**config.mk**
```make
export PLATFORM = sky130hd
export DESIGN_NAME = rsa_msg_loader_flat
export DESIGN_NICKNAME = d
export VERILOG_FILES = /design/src/rtl/rsa_msg_loader_if.sv /design/src/rtl/rsa_msg_loader.sv /design/src/flat_wrapper.sv
export SDC_FILE = /design/constraint.sdc
export NUM_CORES = 1
export LEC_CHECK = 0
export CAP_MARGIN = 20
export CORE_MARGIN = 2
export CORE_UTILIZATION = 56
export DETAILED_ROUTE_END_ITERATION = 6
export PLACE_DENSITY = 0.86
export SETUP_SLACK_MARGIN = 0.1
export SYNTH_ARGS = -nofsm -noshare
export SYNTH_HDL_FRONTEND = slang
export SYNTH_SLANG_ARGS = --single-unit
```
**constraint.sdc**
```tcl
create_clock -name clk -period 7.8 [get_ports clk]
set_clock_uncertainty 0.05 [all_clocks]
set_input_delay 1.56 -clock clk [delete_from_list [all_inputs] [get_ports clk]]
set_output_delay 1.56 -clock clk [all_outputs]
set_load 0.005 [all_outputs]
```
**src/rtl/rsa_msg_loader_if.sv**
```systemverilog
// Handshake and data bundle between the byte-stream source, the RSA loader and the
// encryptor.
interface rsa_msg_loader_if #(
  parameter int unsigned DATA_W = 128,
  parameter int unsigned CNT_W  = 16
);
  logic [7:0]        in_byte;
  logic              in_valid;
  logic              in_ready;
  logic              flush;
  logic [DATA_W-1:0] n;
  logic              enc_done;
  logic [DATA_W-1:0] message;
  logic              start_bit;
  logic              busy;
  logic              msg_err;
  logic [CNT_W-1:0]  blk_count;

  modport slave (
    input  in_byte, in_valid, flush, n, enc_done,
    output in_ready, message, start_bit, busy, msg_err, blk_count
  );

  modport master (
    output in_byte, in_valid, flush, n, enc_done,
    input  in_ready, message, start_bit, busy, msg_err, blk_count
  );
endinterface

```
**src/rtl/rsa_msg_loader.sv**
```systemverilog
// Packs a byte stream MSB-first into DATA_W-bit blocks, range-checks each block against
// the modulus n, and hands passing blocks to the RSA encryptor.
module rsa_msg_loader #(
  parameter int unsigned DATA_W = 128,
  parameter int unsigned CNT_W  = 16
) (
  input  logic              clk,
  input  logic              reset,
  rsa_msg_loader_if.slave   bus
);
  localparam int unsigned NBYTES = DATA_W / 8;
  localparam int unsigned BcW    = (NBYTES > 1) ? $clog2(NBYTES) : 1;

  localparam logic [1:0] StCollect = 2'd0;
  localparam logic [1:0] StCheck   = 2'd1;
  localparam logic [1:0] StIssue   = 2'd2;
  localparam logic [1:0] StWait    = 2'd3;

  logic [1:0]        state_q, state_d;
  logic [BcW-1:0]    bytecnt_q, bytecnt_d;
  logic [DATA_W-1:0] shreg_q, shreg_d;
  logic [DATA_W-1:0] message_q, message_d;
  logic [CNT_W-1:0]  blk_count_q, blk_count_d;
  // Holds in_ready low until the first clock edge after reset is released.
  logic              rdy_en_q;
  logic              accept;
  logic              reject;

  assign bus.in_ready  = rdy_en_q && (state_q == StCollect);
  assign bus.start_bit = (state_q == StIssue);
  assign bus.busy      = (state_q != StCollect);
  assign bus.msg_err   = reject;
  assign bus.message   = message_q;
  assign bus.blk_count = blk_count_q;

  assign accept = bus.in_valid && bus.in_ready;

  always_comb begin
    state_d     = state_q;
    bytecnt_d   = bytecnt_q;
    shreg_d     = shreg_q;
    message_d   = message_q;
    blk_count_d = blk_count_q;
    reject      = 1'b0;
    unique case (state_q)
      StCollect: begin
        if (bus.flush) begin
          bytecnt_d = '0;
          shreg_d   = '0;
        end else if (accept) begin
          shreg_d = {shreg_q[DATA_W-9:0], bus.in_byte};
          if (bytecnt_q == BcW'(NBYTES - 1)) begin
            bytecnt_d = '0;
            state_d   = StCheck;
          end else begin
            bytecnt_d = bytecnt_q + BcW'(1);
          end
        end
      end
      StCheck: begin
        if ((bus.n != '0) && (shreg_q < bus.n)) begin
          message_d = shreg_q;
          state_d   = StIssue;
        end else begin
          reject  = 1'b1;
          shreg_d = '0;
          state_d = StCollect;
        end
      end
      StIssue: begin
        blk_count_d = blk_count_q + CNT_W'(1);
        state_d     = StWait;
      end
      StWait: begin
        if (bus.enc_done) state_d = StCollect;
      end
      default: state_d = StCollect;
    endcase
  end

  always_ff @(posedge clk or negedge reset) begin
    if (!reset) begin
      state_q     <= StCollect;
      bytecnt_q   <= '0;
      shreg_q     <= '0;
      message_q   <= '0;
      blk_count_q <= '0;
      rdy_en_q    <= 1'b0;
    end else begin
      state_q     <= state_d;
      bytecnt_q   <= bytecnt_d;
      shreg_q     <= shreg_d;
      message_q   <= message_d;
      blk_count_q <= blk_count_d;
      rdy_en_q    <= 1'b1;
    end
  end
endmodule
```
**src/flat_wrapper.sv**
```systemverilog
// flat-port wrapper written by rule: the top's interface ports become plain ports
module rsa_msg_loader_flat 
#(
  parameter int unsigned DATA_W = 128,
  parameter int unsigned CNT_W  = 16
)
  (clk, reset, bus_in_byte, bus_in_valid, bus_flush, bus_n, bus_enc_done, bus_in_ready, bus_message, bus_start_bit, bus_busy, bus_msg_err, bus_blk_count);
  rsa_msg_loader_if #(.DATA_W(DATA_W), .CNT_W(CNT_W)) bus_i ();
  input  logic clk;
  input  logic reset;
  input wire logic [$bits(bus_i.in_byte)-1:0] bus_in_byte;
  input wire logic [$bits(bus_i.in_valid)-1:0] bus_in_valid;
  input wire logic [$bits(bus_i.flush)-1:0] bus_flush;
  input wire logic [$bits(bus_i.n)-1:0] bus_n;
  input wire logic [$bits(bus_i.enc_done)-1:0] bus_enc_done;
  output wire logic [$bits(bus_i.in_ready)-1:0] bus_in_ready;
  output wire logic [$bits(bus_i.message)-1:0] bus_message;
  output wire logic [$bits(bus_i.start_bit)-1:0] bus_start_bit;
  output wire logic [$bits(bus_i.busy)-1:0] bus_busy;
  output wire logic [$bits(bus_i.msg_err)-1:0] bus_msg_err;
  output wire logic [$bits(bus_i.blk_count)-1:0] bus_blk_count;
  assign bus_i.in_byte = bus_in_byte;
  assign bus_i.in_valid = bus_in_valid;
  assign bus_i.flush = bus_flush;
  assign bus_i.n = bus_n;
  assign bus_i.enc_done = bus_enc_done;
  assign bus_in_ready = bus_i.in_ready;
  assign bus_message = bus_i.message;
  assign bus_start_bit = bus_i.start_bit;
  assign bus_busy = bus_i.busy;
  assign bus_msg_err = bus_i.msg_err;
  assign bus_blk_count = bus_i.blk_count;
  rsa_msg_loader #(.DATA_W(DATA_W), .CNT_W(CNT_W)) u_core (.clk(clk), .reset(reset), .bus(bus_i));
endmodule
```
==> flow_summary.json, run 1 <==
{
  "postCtsSetupRepairBufs": 0,
  "ant_nets": 0,
  "highest_layer": "met5",
  "seqCellArea_sq_mm": 0.006982,
  "critPathCaptureType": "output pin",
  "fin_crit_ps": 6687,
  "postPlaceCellArea_sq_mm": 0.01734,
  "core_area_sq_mm": 0.02511,
  "dr.first_iter.drc_count": 782,
  "grt_pass1_vias": 10810,
  "critPathLaunchType": "primary input",
  "synth.area.top_cells": "dfrtp_1, mux2_4, ha_1",
  "finalHoldViolations": 0,
  "required_ps": 6190,
  "tritoncts": "yes",
  "vdd_drop_max_uv": 198.0,
  "cts_num_sinks": 279,
  "port_buffers": 288,
  "clk_path_buf_depth": 3,
  "routed-wl-met3_um": 3017,
  "synthTopCellsByCount": "dfrtp_1, inv_1, ha_1, a22o_1, mux2_4",
  "grt-ovfl-total": 0,
  "grt_start_max_net_pins": 160,
  "avgSynthCellArea_sq_um": 12.41,
  "yosys_warnings": 0,
  "ys_types": 53,
  "leakagePower_nw": 9.114,
  "wirelength_um": 38680,
  "hpwl_um": 28310,
  "avgRoutedWirePerCell_um": 21.63,
  "antenna_found_initial": 2,
  "fin_area_sq_mm": 0.01825,
  "power.density_mw_per_mm2": 208.4,
  "layout.nets": 1707,
  "crit_fanout": 3,
  "max_freq_mhz": 149.5,
  "synth-edff-count": 0,
  "maxCapViolations": 0,
  "relSlewSlack_pct": 35.14,
  "syn_to_final_growth_pct": 27.82,
  "rsz0062_at_grt": "false",
  "dieArea_sq_mm": 0.02680,
  "outcome": "completed",
  "vias_per_cell": 5.947,
  "drv_slew": 0,
  "ys_ff_latch": 279,
  "multi_input_area_sq_mm": 0.006422,
  "cts_hold_buf": 0,
  "drive_above_1_share_pct": 13.18,
  "grt_pass1_wl_um": 60310,
  "setup_tns_ps": 0,
  "htree_num_levels": 1,
  "synth_flop_cell": "dfrtp_1",
  "timing.reg2reg.setup_slack_ps": 3670,
  "clk-insertion-delay-late_ps": 540,
  "synthArstFlopShare_pct": 100.0,
  "synth-seq-area-share_pct": 48.89,
  "gp_congestion": 0.8978,
  "setup_viol": 0,
  "ios": 289,
  "fillers": 1705,
  "start_util_pct": 56.88,
  "cts-root-buf": "clkbuf_16",
  "dr.pass1.iters": 5,
  "drc": 0,
  "synth.most_common_cell": "dfrtp_1",
  "wl_met1_um": 16110,
  "die_w_um": 163.7,
  "num_rows": 58,
  "synthCells": 1151,
  "grt_usage_pct": 28.97,
  "path_class": "in -> out",
  "finalCritPeriodShare_pct": 85.73,
  "synth_area_leader_cell": "dfrtp_1",
  "synth.top_cell.area_share_pct": 48.89,
  "worstMarginPinSlew_ps": 973.0,
  "vias": 10630,
  "cts-buffers-inserted": 29,
  "clkTransAtPathRegs_ps": 60,
  "hp-class": "reg -> reg",
  "placed_cells": 1736,
  "die_height_um": 163.7,
  "syn_nets": 1421,
  "cts_resized": 0,
  "arrival_ps": 5080,
  "netlist_area_sq_mm": 0.01428,
  "met2_length_um": 17880,
  "instances_no_fill": 1788
}
[registers in the layout, indices dropped and copies added (netlist names), named ones only]
register	flops
u_core.rdy_en_q	1
u_core.bus.message	128
u_core.bus.blk_count	16
u_core.bytecnt_q	4
u_core.state_q	1
u_core.shreg_q	128
[power breakdown]
group	internal, W	switching [W]
Sequential	0.00151	0.0000729
Combinational	0.000406	0.000497
Clock	0.000765	0.000551
[cell families (layout without fill, tap and decap cells)]
| group | after synthesis | after routing | share of synthesized area [%] |
|---|---|---|---|
| XOR/XNOR | 15 | 15 | 0.9200 |
| buffers and inverters | 176 | 482 | 6.290 |
| AO/OA/AOI/OAI | 236 | 236 | 12.57 |
| multiplexers | 130 | 130 | 13.11 |
| flip-flops | 279 | 279 | 48.89 |
| other | 1 | 2 | 0.02626 |
| adder cells (fa/ha/maj) | 129 | 129 | 11.30 |
| AND/OR/NAND/NOR | 185 | 185 | 6.895 |
[cell type report]
class / count / area share (%)
flip-flops and latches: 279 / 38.25
multi-input cells: 696 / 35.18
repair buffers: 298 / 16.57
clock buffers: 45 / 4.798
inverters: 133 / 2.735
well taps: 330 / 2.262
clock inverters: 6 / 0.1851
diodes: 1 / 0.01371
[metrics by stage]
stage / worst slack [ps] / power [W] / utilization, % / hold WS, ps
after floorplan: 2453 / 0.002261 / - / 418.2
after global placement: 1142 / 0.002484 / 69.07 / 411.5
after detailed placement: 1102 / 0.002506 / 69.07 / 431.1
after CTS: 1099 / 0.003828 / 72.69 / 443.7
after global routing: 949.8 / 0.003957 / 72.69 / 464.7
final: 1113 / 0.003804 / 72.70 / 439.5
[routing by layer]
| layer | global-route usage [%] | vias up |
|---|---|---|
| li1 | - | 4771 |
| met1 | 39.32 | 5309 |
| met2 | 45.63 | 453 |
| met3 | 6.035 | 98 |
| met4 | 11.96 | 2 |
| met5 | 0 | - |
[cell usage in the layout, fill, tap and decap left out, drive strengths merged, types with 10 or more instances in the layout]
cell type | synthesis | layout
inv | 133 | 133
nand4 | 29 | 29
dfrtp | 279 | 279
nand3 | 23 | 23
a21oi | 49 | 49
ha | 129 | 129
nor4 | 37 | 37
o21ai | 20 | 20
a22o | 128 | 128
clkdlybuf4s50 | 0 | 287
xnor2 | 12 | 12
nand2 | 50 | 50
a21o | 10 | 10
buf | 28 | 11
nor2 | 20 | 20
clkbuf | 15 | 45
mux2 | 129 | 129
[worst max-delay path, stage by stage]
cell	delay, ps
clkdlybuf4s50_1	480
inv_1	50
ha_1	290
nand4_1	140
or4_1	620
or4b_4	540
nor3_2	150
a2111oi_2	90
a31oi_2	400
nor2_1	70
nor2_1	110
clkdlybuf4s50_1	570
[path summary, 6_finish.rpt]
check / endpoint / depth (start not counted) / start
max: bus_msg_err / 12 / bus_n[61]
min: u_core.bus.blk_count[15]$_DFFE_PN0P_ / 1 / u_core.bus.blk_count[15]$_DFFE_PN0P_
max reg2reg: u_core.shreg_q[42]$_DFFE_PN0P_ / 10 / u_core.shreg_q[65]$_DFFE_PN0P_
min reg2reg: u_core.bus.blk_count[15]$_DFFE_PN0P_ / 1 / u_core.bus.blk_count[15]$_DFFE_PN0P_
max in group asynchronous: u_core.bus.message[67]$_DFFE_PN0P_ / 2 / reset
min in group asynchronous: u_core.shreg_q[122]$_DFFE_PN0P_ / 1 / reset
No activity file was read; power rests on OpenSTA's default activity.
==> run 2: changes to the inputs <==
GPL_TIMING_DRIVEN = 0   (was default)
==> run 2 against run 1 <==
Power grew 5.3%; routed wire length grew 2.7%; combinational power grew 14%; critical path type unchanged; critical endpoint unchanged; highest routed layer is now met4.
==> flow_summary.json, run 2 (same netlist as run 1, synthesis figures left out) <==
{
  "outcome": "completed",
  "cpPeakStageDelay_ps": 640,
  "relSlewSlack_pct": 35.08,
  "hp-class": "reg -> reg",
  "layout.cells.most_common": "clkdlybuf4s50_1",
  "place_ws_ps": 1066,
  "vias_per_cell": 5.902,
  "drive_above_1_share_pct": 14.33,
  "drc": 0,
  "path_buf_inv": 3,
  "path_class": "in -> out",
  "ant_nets": 0,
  "die_height_um": 163.7,
  "p_int_w": 0.002836,
  "num_rows": 58,
  "reg2reg_depth": 11,
  "wirelength_um": 39710,
  "power.density_mw_per_mm2": 215.2,
  "gp_congestion": 0.9475,
  "crit_fanout": 3,
  "leakagePower_nw": 9.284,
  "clk_path_buf_depth": 3,
  "critPathCaptureType": "output pin",
  "dieArea_sq_mm": 0.02680,
  "syn_to_final_growth_pct": 30.23,
  "cts_hold_buf": 0,
  "worstMarginPinSlew_ps": 964.8,
  "power_switching_w": 0.001167,
  "clkTransAtPathRegs_ps": 60,
  "cts_num_sinks": 279,
  "crit_cells": 12,
  "clk-insertion-delay-late_ps": 540,
  "grt_usage_pct": 29.81,
  "layout.nets": 1741,
  "ios": 289,
  "fillers": 1665,
  "cts_resized": 0,
  "fin_crit_ps": 6778,
  "postCtsSetupRepairBufs": 0,
  "maxCapViolations": 0,
  "vdd_drop_max_uv": 160.0,
  "cts-root-buf": "clkbuf_16",
  "critPathLaunchType": "primary input",
  "required_ps": 6190,
  "timing.hold.ws_ps": 429.6,
  "power_frac_clock_pct": 34.6,
  "grt_start_max_net_pins": 117,
  "swShare_pct": 29.16,
  "grt_use_met2_pct": 48.34,
  "rsz0062_at_grt": "false",
  "combinationalPowerShare_pct": 25.8,
  "p_total_w": 0.004003,
  "vias": 10770,
  "whs_path_depth": 1,
  "drv_slew": 0,
  "max_freq_mhz": 147.5,
  "finalHoldViolations": 0,
  "hpwl_um": 29610,
  "grt_pass1_wl_um": 61820,
  "final_cell_mix": "clkdlybuf4s50_1, dfrtp_1, inv_1",
  "path_cells": "clkdlybuf4s50_1, inv_1, ha_1, nand4_1, nor3_1, a221o_1, o31a_1, o41ai_1, nand4b_1, nor2_1, nor2_1, clkdlybuf4s50_1",
  "use_met1_pct": 39.79,
  "cts-buffers-inserted": 28,
  "arrival_ps": 5170,
  "busiest_layer": "met2",
  "fin_ws_ps": 1022,
  "start_util_pct": 56.88,
  "cpLargestDelayFamily": "compound AO/OA/AOI/OAI gates",
  "core_area_sq_mm": 0.02511,
  "avgRoutedWirePerCell_um": 21.77,
  "dr.pass1.iters": 5,
  "htree_num_levels": 1,
  "antenna_found_initial": 1,
  "die_w_um": 163.7,
  "finalCritPeriodShare_pct": 86.90,
  "slowest_stage": "o41ai_1",
  "port_buffers": 288,
  "setup_viol": 0,
  "seqPwrFrac_pct": 39.6,
  "dr.first_iter.drc_count": 662,
  "tritoncts": "yes",
  "grt_pass1_vias": 11220,
  "grt-ovfl-total": 0,
  "met3_usage_pct": 4.949
}
[run 2: cell type report]
type | instances | area [sq um] | area share (%)
Sequential cell | 279 | 6982 | 37.54
Multi-Input combinational cell | 696 | 6401 | 34.42
Timing Repair Buffer | 290 | 2943 | 15.82
Clock buffer | 41 | 850.8 | 4.575
Inverter | 133 | 499.2 | 2.684
Tap cell | 330 | 412.9 | 2.220
Buffer | 43 | 399.1 | 2.146
Clock inverter | 11 | 108.9 | 0.5853
Antenna cell | 1 | 2.502 | 0.01345
[run 2: final timing paths]
check / from / to / slack, ps
worst max register to register: u_core.shreg_q[67]$_DFFE_PN0P_ / u_core.bus.message[32]$_DFFE_PN0P_ / 3770
min in group asynchronous: reset / u_core.bus.message[115]$_DFFE_PN0P_ / 1070
worst max-delay path: bus_n[77] / bus_msg_err / 1020
worst min register to register: u_core.bus.blk_count[15]$_DFFE_PN0P_ / u_core.bus.blk_count[15]$_DFFE_PN0P_ / 430
worst min-delay path: u_core.bus.blk_count[15]$_DFFE_PN0P_ / u_core.bus.blk_count[15]$_DFFE_PN0P_ / 430
max in group asynchronous: reset / u_core.bus.message[61]$_DFFE_PN0P_ / 5680
[run 2: worst reg2reg max path: cells and delay by family (launching register included)]
family                   cells  cell delay, ps
multiplexers                 1             310
AO/OA/AOI/OAI                5            1630
flip-flops                   1             430
AND/OR/NAND/NOR              2             700
adder cells (fa/ha/maj)      1             310
buffers and inverters        2             500
[run 2: stage by stage]
step,instances,util [%],setup TNS [ps],cell area (sq um)
floorplan,1151,-,0,14280
global placement,1769,70.00,-1754800,17580
detailed placement,1771,70.24,0,17640
CTS,1823,74.06,0,18600
global route,1823,74.06,0,18600
finish,1824,74.07,0,18600
[run 2: routing by layer]
metal  wire [um]  vias to the layer above
met3        2856                      108
met2       18570                      491
li1            -                     4851
met1       16480                     5316
met5           0                        -
met4        1806                        0
[run 2: power by group through the flow]
stage	clock network (W)	logic, W	registers, W
after floorplan	0	0.000669	0.00159
after global placement	0	0.000991	0.00161
after detailed placement	0	0.00103	0.00161
after CTS	0.00139	0.00103	0.00158
after global routing	0.00146	0.00110	0.00159
final	0.00138	0.00103	0.00159
==> run 3: changes to the inputs <==
GPL_ROUTABILITY_DRIVEN = 0   (was default)
HOLD_SLACK_MARGIN = 0.06   (was default)
==> run 3 against run 2 <==
Worst setup slack improved by 32 ps; die area unchanged; final cell count decreased by 0.11%; sequential share of layout area rose by 0.089 points; flip-flop and latch count stayed put; critical path depth unchanged; core utilization down 0.17 points; first-iteration DRC count increased by 30%; routed wire length rose by 0.77%; combinational power is essentially flat; clock power fell by 3%; clock-buffer cell count unchanged; largest power group unchanged.
==> flow_summary.json, run 3 (same netlist as run 1, synthesis figures left out) <==
{
  "clk_path_buf_depth": 3,
  "grt_pass1_wl_um": 62090,
  "seqCellArea_sq_mm": 0.006982,
  "path_class": "in -> out",
  "hpwl_um": 29760,
  "cts_hold_buf": 0,
  "slowest_stage": "or4_1",
  "clkTransAtPathRegs_ps": 60,
  "fillers": 1626,
  "ios": 289,
  "worstMarginPinSlew_ps": 942.4,
  "finalHoldViolations": 0,
  "cts_resized": 0,
  "tritoncts": "yes",
  "cts-buffers-inserted": 28,
  "vias": 10900,
  "avgRoutedWirePerCell_um": 21.96,
  "max_freq_mhz": 148.2,
  "path_cells": "clkdlybuf4s50_1, inv_1, ha_1, nand4_1, or4_1, or4b_4, nor3_2, a2111oi_2, a31oi_2, nor2_1, nor2_1, clkdlybuf4s50_1",
  "grt_usage_pct": 29.80,
  "power.density_mw_per_mm2": 213.4,
  "drive_above_1_share_pct": 14.02,
  "drv_slew": 0,
  "grt_start_max_net_pins": 125,
  "syn_to_final_growth_pct": 29.93,
  "dr.first_iter.drc_count": 861,
  "final_cell_mix": "clkdlybuf4s50_1, dfrtp_1, inv_1",
  "p_total_w": 0.003959,
  "die_w_um": 163.7,
  "required_ps": 6190,
  "clk-insertion-delay-late_ps": 540,
  "critPathCaptureType": "output pin",
  "vias_per_cell": 5.981,
  "vdd_drop_max_uv": 123.4,
  "finalCritPeriodShare_pct": 86.49,
  "layout.nets": 1741,
  "drc": 0,
  "final_core_util_pct": 73.90,
  "rsz0062_at_grt": "false",
  "wirelength_um": 40020,
  "outcome": "completed",
  "critPathLaunchType": "primary input",
  "num_rows": 58,
  "htree_num_levels": 1,
  "setup_viol": 0,
  "core_area_sq_mm": 0.02511,
  "cpPeakStageDelay_ps": 630,
  "dieArea_sq_mm": 0.02680,
  "cts_num_sinks": 279,
  "relSlewSlack_pct": 36.60,
  "ant_nets": 0,
  "port_buffers": 288,
  "crit_fanout": 3,
  "die_height_um": 163.7,
  "antenna_found_initial": 1,
  "layout.cells.most_common": "clkdlybuf4s50_1",
  "grt_pass1_vias": 11360,
  "leakagePower_nw": 9.258,
  "cts-root-buf": "clkbuf_16",
  "dr.pass1.iters": 5,
  "postCtsSetupRepairBufs": 0,
  "fin_crit_ps": 6746,
  "maxCapViolations": 0,
  "grt-ovfl-total": 0,
  "hp-class": "reg -> reg",
  "start_util_pct": 56.88,
  "arrival_ps": 5140,
  "multi_input_area_sq_mm": 0.006401
}
run 3: cell count changes in the layout (fill, tap and decap cells not counted):
cell / previous run / this run
clkbuf_1: 19 / 22
clkinv_2: 8 / 7
clkbuf_8: 8 / 5
clkinv_4: 1 / 0
run 3: cell type report:
class	count	share of cell area [%]
Antenna cell	1	0.01349
Tap cell	330	2.225
Timing Repair Buffer	290	15.86
Sequential cell	279	37.63
Multi-Input combinational cell	696	34.50
Inverter	133	2.690
Clock inverter	9	0.5125
Clock buffer	41	4.423
Buffer	43	2.151
run 3: stage by stage:
| stage | setup WS [ps] | hold WS (ps) | cells | TNS, ps | area (sq um) |
|---|---|---|---|---|---|
| after CTS | 1005 | 443.3 | 1821 | 0 | 18550 |
| after global routing | 899.4 | 458.9 | 1821 | 0 | 18550 |
| after detailed placement | 1024 | 436.3 | 1771 | 0 | 17640 |
| after global placement | -6326 | 411.3 | 1769 | -1758590 | 17580 |
| after floorplan | 2453 | 418.2 | 1151 | 0 | 14280 |
| final | 1054 | 440.3 | 1822 | 0 | 18560 |
run 3: worst paths after layout:
check / from / end / slack [ps] / depth (start not counted)
max in group asynchronous: reset / u_core.shreg_q[62]$_DFFE_PN0P_ / 5380 / 3
setup reg to reg: u_core.shreg_q[65]$_DFFE_PN0P_ / u_core.bus.message[109]$_DFFE_PN0P_ / 3790 / 11
hold reg to reg: u_core.bus.blk_count[11]$_DFFE_PN0P_ / u_core.bus.blk_count[11]$_DFFE_PN0P_ / 440 / 1
min in group asynchronous: reset / u_core.bus.message[125]$_DFFE_PN0P_ / 920 / 1
hold / removal: u_core.bus.blk_count[11]$_DFFE_PN0P_ / u_core.bus.blk_count[11]$_DFFE_PN0P_ / 440 / 1
setup / recovery: bus_n[61] / bus_msg_err / 1050 / 12
run 3: routing by layer:
metal | GRT usage [%] | part of all wire, %
met5 | 0 | 0
met3 | 5.606 | 8.0
met2 | 50.27 | 48
met1 | 38.55 | 40
met4 | 10.81 | 3.7
run 3: report_power, final:
part / switching [W] / leakage (nW) / total (W) / internal [W]
Sequential: 0.0000740 / 3.87 / 0.00159 / 0.00151
Combinational: 0.000525 / 4.93 / 0.00103 / 0.000504
Clock: 0.000553 / 0.457 / 0.00134 / 0.000791
run 3: worst max-delay path: cells and delay by family:
| kind | cells | cell delay (ps) |
|---|---|---|
| buffers and inverters | 3 | 1150 |
| adder cells (fa/ha/maj) | 1 | 300 |
| AO/OA/AOI/OAI | 2 | 460 |
| AND/OR/NAND/NOR | 6 | 1660 |
